### config.mk
export PLATFORM = sky130hd
export DESIGN_NAME = alu_operand_stage
export DESIGN_NICKNAME = d
export VERILOG_FILES = /design/src/rtl/alu_operand_stage.sv
export SDC_FILE = /design/constraint.sdc
export NUM_CORES = 1
export LEC_CHECK = 0
export ABC_AREA = 0
export CAP_MARGIN = 20
export CORE_ASPECT_RATIO = 2
export CORE_MARGIN = 3
export CORE_UTILIZATION = 61
export CTS_CLUSTER_SIZE = 24
export DETAILED_ROUTE_END_ITERATION = 10
export PLACE_DENSITY_LB_ADDON = 0.25
export SYNTH_ARGS = -nofsm -noshare
export SYNTH_HDL_FRONTEND = slang
export SYNTH_SLANG_ARGS = --single-unit
### constraint.sdc
create_clock -name clock -period 3.4 [get_ports clock]
set_clock_uncertainty 0.05 [all_clocks]
set_input_delay 0.68 -clock clock [delete_from_list [all_inputs] [get_ports clock]]
set_output_delay 0.68 -clock clock [all_outputs]
set_load 0.03 [all_outputs]
### src/rtl/alu_operand_stage.sv
// Operand fetch/issue stage: decodes a 16-bit instruction, reads a 16x16 register
// file with writeback bypass, tracks pending destinations and issues to the ALU.
module alu_operand_stage (
  input  logic        clock,
  input  logic        reset_n,
  input  logic        instr_valid,
  input  logic [15:0] instr,
  output logic        instr_ready,
  output logic        alu_valid,
  input  logic        alu_ready,
  output logic [15:0] r1,
  output logic [15:0] r2,
  output logic [7:0]  opcode,
  output logic [3:0]  dest_addr,
  input  logic        wb_en,
  input  logic [3:0]  wb_addr,
  input  logic [15:0] wb_data
);

  typedef enum logic {EMPTY = 1'b0, FULL = 1'b1} state_t;

  localparam logic [7:0] OPC_CMP = 8'h0B;

  state_t      state_q;
  logic [15:0] rf_q [16];
  logic [15:0] pending_q;
  logic [15:0] pending_d;
  logic [15:0] r1_q, r2_q;
  logic [7:0]  opcode_q;
  logic [3:0]  dest_q;

  logic [3:0]  op, rdest, opext, rsrc;
  logic        reg_form;
  logic [15:0] rdest_val, rsrc_val;
  logic [15:0] r1_d, r2_d;
  logic [7:0]  opcode_d;
  logic        wb_hits_rdest, wb_hits_rsrc;
  logic        hazard;
  logic        accept;

  assign op       = instr[15:12];
  assign rdest    = instr[11:8];
  assign opext    = instr[7:4];
  assign rsrc     = instr[3:0];
  assign reg_form = (op == 4'h0);

  assign wb_hits_rdest = wb_en && (wb_addr == rdest);
  assign wb_hits_rsrc  = wb_en && (wb_addr == rsrc);

  // A writeback landing this cycle both supplies the value and resolves the hazard.
  assign rdest_val = wb_hits_rdest ? wb_data : rf_q[rdest];
  assign rsrc_val  = wb_hits_rsrc  ? wb_data : rf_q[rsrc];

  always_comb begin
    r1_d     = rdest_val;
    opcode_d = reg_form ? {4'h0, opext} : {4'h0, op};
    if (reg_form) begin
      r2_d = rsrc_val;
    end else if (op == 4'h1 || op == 4'h2 || op == 4'h3) begin
      r2_d = {8'h00, instr[7:0]};
    end else begin
      r2_d = {{8{instr[7]}}, instr[7:0]};
    end
  end

  assign hazard = (pending_q[rdest] && !wb_hits_rdest) ||
                  (reg_form && pending_q[rsrc] && !wb_hits_rsrc);

  assign alu_valid   = (state_q == FULL);
  assign instr_ready = (!alu_valid || alu_ready) && !hazard;
  assign accept      = instr_valid && instr_ready;

  // Clear before set so a same-cycle retire and re-issue of one register stays pending.
  always_comb begin
    pending_d = pending_q;
    if (wb_en) begin
      pending_d[wb_addr] = 1'b0;
    end
    if (accept && (opcode_d != OPC_CMP)) begin
      pending_d[rdest] = 1'b1;
    end
  end

  always_ff @(posedge clock or negedge reset_n) begin
    if (!reset_n) begin
      for (int i = 0; i < 16; i++) begin
        rf_q[i] <= '0;
      end
      pending_q <= '0;
    end else begin
      if (wb_en) begin
        rf_q[wb_addr] <= wb_data;
      end
      pending_q <= pending_d;
    end
  end

  always_ff @(posedge clock or negedge reset_n) begin
    if (!reset_n) begin
      state_q  <= EMPTY;
      r1_q     <= '0;
      r2_q     <= '0;
      opcode_q <= '0;
      dest_q   <= '0;
    end else begin
      case (state_q)
        EMPTY: begin
          if (accept) begin
            state_q  <= FULL;
            r1_q     <= r1_d;
            r2_q     <= r2_d;
            opcode_q <= opcode_d;
            dest_q   <= rdest;
          end
        end
        FULL: begin
          if (accept) begin
            r1_q     <= r1_d;
            r2_q     <= r2_d;
            opcode_q <= opcode_d;
            dest_q   <= rdest;
          end else if (alu_ready) begin
            state_q <= EMPTY;
          end
        end
        default: state_q <= EMPTY;
      endcase
    end
  end

  assign r1        = r1_q;
  assign r2        = r2_q;
  assign opcode    = opcode_q;
  assign dest_addr = dest_q;

endmodule

==> impl_results.md, run 1 <==
- Status: complete, no violations
- Inserted Clock Buffers: 29
- Synth area leader: dfrtp_1
- Root buf cell: clkbuf_16
- Area of placed instances: 18100 µm²
- Ys flop type: dfrtp_1
- Synth unique cells: 44
- Die height: 239 µm
- Initial Util: about 63%
- CTS Buffer Depth: 3
- Fin crit period: 3330 ps
- Cells after synthesis: 1117
- CTS tree: built
- First-pass GRT wire length: about 70000 µm
- Synth area leaders: dfrtp_1 47%, mux2_2 20%, mux4_2 19%
- Initial antenna violation count: 0
- Fmax: roughly 300 MHz
- VDD IR-drop max: 567 µV
- Hold/Removal Path Class: primary input to asynchronous set/reset pin
- Grt ovf: 0
- Post-Layout Inst Area: 19100 µm²
- FF+latch count, synth: 313
- Pleak: between 7 and 8 nW
- Ports: 87
- Average wire per standard cell: between 20 and 30 µm
- R2R depth: 7
- Setup-failing EPs final: 0
- Final Hold Viols: 0
- Total of max-cap violations: 0
- Reg2reg end: r2[7]$_DFFE_PN0P_
- WL final: 45800 µm
- Critical path required time: around 2700 ps
- Clock Sinks: 313
- Syn_area_per_cell: between 10 and 15 µm²
- Area share of the largest cell type after synthesis: 47.1%
- WP data arrival: 2600 ps
- Vias in the first global route: between 10k and 15k
- Pwr Density: 659 nW/µm²
- Worst-Margin Slew: 770 ps
- Post-synthesis sequential area ratio: 47.1%
- HPWL Detailed: 28200 µm
- Setup TNS: 0 ps
- Post-synth EDFFs: 0
- Drt initial violations: 1134
- FILL cells: 1693
- Share of layout cells above drive strength 1: 47.9%
- Storage cell area: 7830 µm²
- Die Wd: 123 µm
- R2R Setup Slk: 940 ps
- Yosys warning total: 0
- Core area: 26600 µm²
- First-pass iteration count of the detailed router: 5
- P&R area growth vs syn: 15.1%
- Ant diodes: 0
- Overall Global Routing Usage: 32.1%
- Number of vias per cell: 7.12
- Area of the multi-input gates: 8310 µm²
- Max-slew headroom: 48.7%
- Crit path max fanout: 7
- FFs w/ async S/R, synth: 100%
- H-tree levels: 1
- RR Startpoint: pending_q[10]$_DFF_PN0_
- Cts hold-fix bufs: 0
- RSZ-0062 raised after global routing: no
- Crit. End Element: output port
- Commonest cells after routing, fill and taps aside: 313 x dfrtp_1, 293 x mux2_2, 139 x mux4_2, 75 x clkdlybuf4s50_1, 50 x buf_4
- Worst skew pair latency: 570 ps
- Clock transition at path regs: roughly 70 ps
- Die area: 29400 µm²
- Core Rows: between 80 and 90
- Gpl congestion: 0.889
- Critical Path Start Type: primary input
- I/O Buffers: between 80 and 90
- CP Class: primary input to output port
- DRC Markers: 0
- Via count: about 11k
- Max-slew violation count: 0
- Commonest non-fill, non-tap cell in the layout: dfrtp_1
- Cell area after synthesis: ~17000 µm²
- Post-route ant nets: 0
- Layout net count: approximately 1.2k
- Final Cycle Share: between 90% and 100%
- Pin count of the biggest net entering global routing: 93
[cells in the mapped netlist (15+ instances only)]
library cell	n
o21ai_0	29
clkbuf_1	78
nor2_1	24
a21o_1	15
nand3_1	15
nand2_1	24
a22oi_1	34
mux2_2	293
dfrtp_1	313
buf_2	22
mux4_2	139
a21oi_1	26
[cells by family (layout without fill, tap and decap cells)]
family          count (synthesis)  in the layout  share of synthesized area (%)
buf+inv                       121            208                           3.23
mux                           461            461                           41.7
xor+xnor                        8              8                          0.421
other cells                     1              4                         0.0226
simple gates                   95             95                           2.91
flops                         313            313                           47.1
compound gates                118            118                           4.61
[worst max-delay path, cell delays in order]
cell	delay (ps)
clkdlybuf4s50_1	480
buf_4	200
nor2b_1	140
a22oi_1	230
a21oi_1	90
a221oi_1	320
or2_4	230
inv_1	50
buf_4	160
[flip-flops by register name, summed over array words and instances, names as in the netlist]
name,cells
rf_q,256
opcode,4
alu_valid,1
r1,16
dest_addr,4
r2,16
pending_q,16
[per-layer routing]
metal,share of wire (%),track usage [%],vias up
met5,0,0,-
met4,6.2,16.5,0
met3,7.1,4.54,169
met2,51,54.0,593
met1,35,40.3,5858
li1,-,-,4429
[layout make-up]
class                           instances  share of cell area [%]
Inverter                               10                   0.196
Multi-Input combinational cell        686                    43.4
Sequential cell                       313                    40.9
Timing Repair Buffer                  145                    7.79
Clock buffer                           43                    4.69
Tap cell                              344                    2.25
Clock inverter                         10                   0.713
[power breakdown]
part	leakage (nW)	internal [W]	switching (W)
Clock	0.517	0.00205	0.00146
Sequential	3.82	0.00471	0.000731
Combinational	3.55	0.00211	0.00155
[timing repair]
item	in CTS	in global routing
endpoints found under the setup margin	0	1
setup buffers	0	0
gates resized for setup	0	2
[per-stage QoR]
stage	instances	setup slack, ps	util, %	power, W	hold slack (ps)
3_3_place_gp	1498	84.6	68.1	0.00896	440
5_1_grt	1551	56.3	72.0	0.0131	138
4_1_cts	1551	44.7	72.0	0.0126	113
2_1_floorplan	1120	267	-	0.00781	334
6_report	1551	71.2	72.0	0.0126	83.7
3_5_place_dp	1498	80.1	68.1	0.00911	440
[how the worst max path moves through the flow]
stage / from / end / slack (ps) / cells after the start
5_1_grt: instr[1] / instr_ready / 60 / 8
3_5_place_dp: instr[1] / instr_ready / 80 / 9
6_report: instr[1] / instr_ready / 70 / 9
3_3_place_gp: instr[1] / instr_ready / 80 / 8
4_1_cts: instr[1] / instr_ready / 40 / 9
2_1_floorplan: instr[10] / instr_ready / 270 / 8
(Power assumes the default switching activity.)
==> inputs of run 2 (changes only) <==
CORE_MARGIN = 2   (was 3)
SLEW_MARGIN = 25   (was default)
==> run 2 against run 1 <==
Compared with the run above:
- via count down 0.94%
- critical endpoint unchanged
- power shrank 1.7%
- count of clock-buffer cells in the layout shrank 3
- core utilization is 0.75 points lower
- highest routed layer unchanged
- first-iteration DRC count down 12%
- die area fell by 2.5%
- largest cell class unchanged
- critical path type unchanged
- final area grew 0.14%
==> impl_results.md, run 2 (same netlist as run 1, synthesis figures left out) <==
- Critical Path Start Type: primary input (unchanged)
- Cts hold-fix bufs: 0 (unchanged)
- Via count: 10.9k (was 11.0k)
- Clock Sinks: 313 (unchanged)
- Worst-Margin Slew: 702 ps (was 770 ps)
- HPWL Detailed: 28200 µm (about the same)
- Switching Power: 0.00369 W (was 0.00373 W)
- Drt initial violations: 1001 (was 1134)
- Max-slew headroom: 53.1% (was 48.7%)
- Smallest hold slack: 52.7 ps (was 83.7 ps)
- Hold/Removal Path Class: primary input to asynchronous set/reset pin (unchanged)
- Setup-failing EPs final: 0 (unchanged)
- Dpl cells: 1514 (was 1498)
- Critical path required time: 2670 ps (about the same)
- I/O Buffers: 82 (unchanged)
- Inserted Clock Buffers: 29 (unchanged)
- Sw Share: 29.8% (was 29.6%)
- P&R area growth vs syn: 15.3% (was 15.1%)
- Total of max-cap violations: 0 (unchanged)
- Initial antenna violation count: 0 (unchanged)
- CP max stage cell: clkdlybuf4s50_1 (unchanged)
- Clock transition at path regs: 70 ps (about the same)
- Final Cycle Share: 96.9% (was 97.9%)
- Crit path max fanout: 4 (was 7)
- H-tree levels: 1 (unchanged)
- Fin util: 71.2% (was 72.0%)
- DRC Markers: 0 (unchanged)
- Gpl congestion: 0.925 (was 0.889)
- Int Power: 0.00870 W (was 0.00887 W)
- WP data arrival: 2570 ps (was 2600 ps)
- CTS Buffer Depth: 3 (unchanged)
- Top Family by Delay on Critical Path: buffers and inverters (unchanged)
- Max FFs per register: 256 (unchanged)
- VDD IR-drop max: 622 µV (was 567 µV)
- CP Cell Sequence: clkdlybuf4s50_1 -> buf_4 -> mux2_2 -> a31oi_1 -> a221oi_2 -> or2_1 -> inv_1 -> buf_4 (was clkdlybuf4s50_1 -> buf_4 -> nor2b_1 -> a22oi_1 -> a21oi_1 -> a221oi_1 -> or2_4 -> inv_1 -> buf_4)
- WL final: 45700 µm (was 45800 µm)
- Post-route ant nets: 0 (unchanged)
- CTS tree: built (unchanged)
- CP Class: primary input to output port (unchanged)
- Ports: 87 (unchanged)
- FILL cells: 1791 (was 1693)
- Core Rows: 85 (was 84)
- Fmax: 303 MHz (was 300 MHz)
- RSZ-0062 raised after global routing: no (unchanged)
- Final Hold Viols: 0 (unchanged)
- Pin count of the biggest net entering global routing: 86 (was 93)
- Top cell by count, worst path: buf_4 (unchanged)
- Die height: 237 µm (was 239 µm)
- Combinational Power Share: 29.4% (was 29.0%)
- First-pass iteration count of the detailed router: 5 (unchanged)
- Total Power: 0.0124 W (was 0.0126 W)
- Layout net count: 1239 (was 1226)
- Initial Util: 61.8% (was 62.5%)
- Crit. End Element: output port (unchanged)
- Clock Power Share: 26.9% (was 27.9%)
- Commonest non-fill, non-tap cell in the layout: dfrtp_1 (unchanged)
- First-pass GRT wire length: 71400 µm (was 69800 µm)
- Root buf cell: clkbuf_16 (unchanged)
- CP max stage delay: 600 ps (was 480 ps)
- Sequential share of power: 43.7% (was 43.1%)
- Commonest cells after routing, fill and taps aside: 313 x dfrtp_1, 293 x mux2_2, 139 x mux4_2, 75 x clkdlybuf4s50_1, 64 x buf_4 (was 313 x dfrtp_1, 293 x mux2_2, 139 x mux4_2, 75 x clkdlybuf4s50_1, 50 x buf_4)
- Overall Global Routing Usage: 33.5% (was 32.1%)
- Setup TNS: 0 ps (unchanged)
- Pwr Density: 647 nW/µm² (was 659 nW/µm²)
- Top reg by flops: rf_q (unchanged)
- Worst skew pair latency: 570 ps (about the same)
- Non-Filler Instances: 1567 (was 1551)
- Grt ovf: 0 (unchanged)
- Worst path bufs/invs: 4 (unchanged)
- Vias in the first global route: 11.9k (was 11.7k)
- Number of vias per cell: 6.98 (was 7.12)
- Ant diodes: 0 (unchanged)
- Max-slew violation count: 0 (unchanged)
- Status: complete, no violations (unchanged)
- Average wire per standard cell: 29.1 µm (was 29.5 µm)
- Die area: 28700 µm² (was 29400 µm²)
- Pleak: 7.90 nW (was 7.89 nW)
- Fin crit period: 3300 ps (was 3330 ps)
- Share of layout cells above drive strength 1: 48.2% (was 47.9%)
- Die Wd: 121 µm (was 123 µm)
- Core area: 26900 µm² (was 26600 µm²)
-- run 2: cell count changes in the layout (fill, tap and decap cells not counted), sizes merged --
cell / change
clkinvlp: +2
bufinv: -1
clkinv: +2
clkbuf: -3
buf: +13
inv: -1
-- run 2: metrics by stage --
stage	setup slack, ps	cell area [µm²]
2_1_floorplan	267	16600
3_3_place_gp	-72.7	18200
3_5_place_dp	-42.5	18200
6_report	105	19200
5_1_grt	35.8	19200
4_1_cts	79.2	19200
-- run 2: final timing paths --
kind	depth (start not counted)	slack [ps]	end	start
max reg2reg	7	870	r1[10]$_DFFE_PN0P_	pending_q[9]$_DFF_PN0_
min in group clock	1	450	r2[11]$_DFFE_PN0P_	r2[11]$_DFFE_PN0P_
min	1	50	rf_q[195]$_DFFE_PN0P_	reset_n
min reg2reg	1	450	r2[11]$_DFFE_PN0P_	r2[11]$_DFFE_PN0P_
max in group asynchronous	2	2330	rf_q[157]$_DFFE_PN0P_	reset_n
max	8	100	instr_ready	instr[1]
-- run 2: power groups by stage --
| stage | Clock (W) | Combinational [W] | Sequential (W) |
|---|---|---|---|
| 2_1_floorplan | 0 | 0.00219 | 0.00562 |
| 3_3_place_gp | 0 | 0.00354 | 0.00539 |
| 3_5_place_dp | 0 | 0.00363 | 0.00546 |
| 4_1_cts | 0.00339 | 0.00365 | 0.00540 |
| 5_1_grt | 0.00353 | 0.00388 | 0.00553 |
| 6_report | 0.00333 | 0.00364 | 0.00542 |
-- run 2: worst reg2reg max path: cells and delay by family, from the launching register on --
family	cells	cell delay, ps
AND/OR/NAND/NOR	1	280
flip-flops	1	400
buffers and inverters	2	440
AO/OA/AOI/OAI	2	350
multiplexers	2	900
-- run 2: routing by layer --
metal	routed length [µm]	track usage (%)	vias up
li1	-	-	4446
met1	15700	41.1	5754
met2	23600	56.3	560
met4	3120	19.9	0
met3	3240	4.82	185
met5	0	0	-
-- run 2: layout make-up --
type | instances | area, µm² | share of cell area [%]
inverters | 10 | 37.5 | 0.196
well taps | 348 | 435 | 2.27
flip-flops and latches | 313 | 7830 | 40.9
clock inverters | 12 | 130 | 0.679
repair buffers | 158 | 1580 | 8.23
multi-input cells | 686 | 8320 | 43.4
clock buffers | 40 | 837 | 4.37
-- run 2: what timing repair did --
action                                  in CTS  in global routing
buffers inserted                             0                  1
gates resized for setup                      1                  0
gates cloned                                 0                  0
endpoints found under the setup margin       1                  1
==> inputs of run 3 (changes only) <==
CORE_MARGIN = 5   (was 2)
PLACE_DENSITY = 0.82   (was default)
PLACE_DENSITY_LB_ADDON = default   (was 0.25)
==> run 3 against run 2 <==
Compared with the run above:
- worst hold slack improved by 36 ps
- die area increased by 7.6%
- wire length grew 2.1%
- cell count is 0.13% lower
- combinational power about the same
- first-iteration DRC count increased by 13%
- power rose by 1.0%
- clock power grew 2%
- fmax rose by 0.13%
- non-clock buffer count down 3
==> impl_results.md, run 3 (same netlist as run 1, synthesis figures left out) <==
- Clock transition at path regs: 60 ps (was 70 ps)
- Layout net count: 1235 (was 1239)
- H-tree levels: 1 (unchanged)
- Area of placed instances: 18200 µm² (about the same)
- Total Power: 0.0125 W (was 0.0124 W)
- Post-route ant nets: 0 (unchanged)
- Dpl cells: 1512 (was 1514)
- Initial antenna violation count: 1 (was 0)
- First-pass iteration count of the detailed router: 6 (was 5)
- Commonest non-fill, non-tap cell in the layout: dfrtp_1 (unchanged)
- Max-slew violation count: 0 (unchanged)
- RR Startpoint: pending_q[9]$_DFF_PN0_ (unchanged)
- Setup TNS: 0 ps (unchanged)
- Drt initial violations: 1135 (was 1001)
- Total of max-cap violations: 0 (unchanged)
- Crit. End Element: output port (unchanged)
- First-pass GRT wire length: 72100 µm (was 71400 µm)
- Final Cycle Share: 96.8% (was 96.9%)
- Non-Filler Instances: 1565 (was 1567)
- Root buf cell: clkbuf_16 (unchanged)
- Status: complete, no violations (unchanged)
- Crit path max fanout: 6 (was 4)
- Sw Share: 29.8% (about the same)
- Worst-Margin Slew: 845 ps (was 702 ps)
- Fin util: 71.3% (was 71.2%)
- Top reg by flops: rf_q (unchanged)
- HPWL Detailed: 28800 µm (was 28200 µm)
- Critical Path Start Type: primary input (unchanged)
- Gpl congestion: 0.892 (was 0.925)
- Final Hold Viols: 0 (unchanged)
- Setup-failing EPs final: 0 (unchanged)
- RSZ-0062 raised after global routing: no (unchanged)
- Switching Power: 0.00374 W (was 0.00369 W)
- Pin count of the biggest net entering global routing: 104 (was 86)
- Cts hold-fix bufs: 0 (unchanged)
- Pwr Density: 652 nW/µm² (was 647 nW/µm²)
- I/O Buffers: 82 (unchanged)
- CTS Buffer Depth: 3 (unchanged)
- Core Rows: 85 (unchanged)
- Number of vias per cell: 7.05 (was 6.98)
- Storage cell area: 7830 µm² (unchanged)
- Sequential share of power: 43.5% (was 43.7%)
- CP Class: primary input to output port (unchanged)
- P&R area growth vs syn: 15.4% (was 15.3%)
- Worst skew pair latency: 560 ps (was 570 ps)
- Die height: 243 µm (was 237 µm)
- CTS tree: built (unchanged)
- Fmax: 304 MHz (was 303 MHz)
- Combinational Power Share: 29.2% (was 29.4%)
- Max-slew headroom: 43.7% (was 53.1%)
- WL final: 46600 µm (was 45700 µm)
- VDD IR-drop max: 493 µV (was 622 µV)
- Die Wd: 127 µm (was 121 µm)
- Clock Sinks: 313 (unchanged)
- Fin crit period: 3290 ps (was 3300 ps)
- DRC Markers: 0 (unchanged)
- Int Power: 0.00878 W (was 0.00870 W)
- Grt ovf: 0 (unchanged)
- Vias in the first global route: 11.9k (about the same)
- Pleak: 7.92 nW (was 7.90 nW)
- Average wire per standard cell: 29.8 µm (was 29.1 µm)
- PostCTS Resize Cnt: 0 (was 1)
- Inserted Clock Buffers: 28 (was 29)
- Initial Util: 61.8% (unchanged)
- Max FFs per register: 256 (unchanged)
- Ports: 87 (unchanged)
- Critical path required time: 2670 ps (about the same)
- Overall Global Routing Usage: 30.7% (was 33.5%)
- Hold/Removal Path Class: primary input to asynchronous set/reset pin (unchanged)
- Via count: 11.0k (was 10.9k)
- Share of layout cells above drive strength 1: 48.1% (was 48.2%)
- WP data arrival: 2560 ps (was 2570 ps)
- Clock Power Share: 27.3% (was 26.9%)
- Area of the multi-input gates: 8320 µm² (unchanged)
- R2R depth: 6 (was 7)
- Crit path to: instr_ready (unchanged)
- Core area: 26900 µm² (unchanged)
- Post-Layout Inst Area: 19200 µm² (about the same)
- Setup bufs post-CTS: 0 (unchanged)
- CP startpoint: instr[1] (unchanged)
- Commonest cells after routing, fill and taps aside: 313 x dfrtp_1, 293 x mux2_2, 139 x mux4_2, 75 x clkdlybuf4s50_1, 59 x buf_4 (was 313 x dfrtp_1, 293 x mux2_2, 139 x mux4_2, 75 x clkdlybuf4s50_1, 64 x buf_4)
- FILL cells: 1731 (was 1791)
- Die area: 30900 µm² (was 28700 µm²)
- R2R Setup Slk: 930 ps (was 870 ps)
- Reg2reg end: r2[6]$_DFFE_PN0P_ (was r1[10]$_DFFE_PN0P_)
==> run 3: cell count changes in the layout (fill, tap and decap cells not counted) <==
cell,delta
diode_2,+1
clkbuf_8,+1
bufinv_16,+1
clkinv_2,-1
clkinv_8,-1
buf_12,+2
clkinvlp_4,+1
inv_6,-1
buf_4,-5
==> run 3: per-layer routing <==
metal / track usage [%] / share of wire, % / routed length [µm]
met1: 38.6 / 36 / 16600
met2: 51.2 / 51 / 23900
met3: 5.28 / 7.5 / 3490
met4: 15.5 / 5.5 / 2590
met5: 0 / 0 / 0
==> run 3: worst min path at each step <==
stage	startpoint	to	slack [ps]
6_report	reset_n	rf_q[56]$_DFFE_PN0P_	90
3_5_place_dp	r2[8]$_DFFE_PN0P_	r2[8]$_DFFE_PN0P_	440
5_1_grt	reset_n	rf_q[56]$_DFFE_PN0P_	160
2_1_floorplan	reset_n	alu_valid$_DFF_PN0_	330
4_1_cts	reset_n	rf_q[150]$_DFFE_PN0P_	160
3_3_place_gp	pending_q[8]$_DFF_PN0_	pending_q[8]$_DFF_PN0_	430
==> run 3: power groups by stage <==
| stage | Clock, W | Combinational, W | Sequential [W] |
|---|---|---|---|
| floorplan | 0 | 0.00219 | 0.00562 |
| finish | 0.00341 | 0.00366 | 0.00545 |
| global route | 0.00357 | 0.00389 | 0.00554 |
| CTS | 0.00343 | 0.00367 | 0.00541 |
| detailed placement | 0 | 0.00364 | 0.00547 |
| global placement | 0 | 0.00355 | 0.00540 |
==> run 3: stage by stage <==
stage	hold slack [ps]	setup slack (ps)
finish	89.0	109
global route	159	13.9
CTS	157	52.5
detailed placement	436	62.2
global placement	434	14.4
floorplan	334	267
==> run 3: worst max-delay path, stage by stage <==
cell	delay (ps)
clkdlybuf4s50_1	610
buf_4	180
mux2_2	320
a31oi_1	200
a221oi_2	110
or2_1	240
inv_1	60
buf_4	150
==> run 3: area by class of cell <==
type | count | share of cell area [%]
clock inverter | 11 | 0.717
sequential | 313 | 40.8
antenna | 1 | 0.0130
clock buffer | 41 | 4.43
inverter | 10 | 0.196
tap | 348 | 2.27
multi-input combinational | 686 | 43.3
timing repair buffer | 155 | 8.23
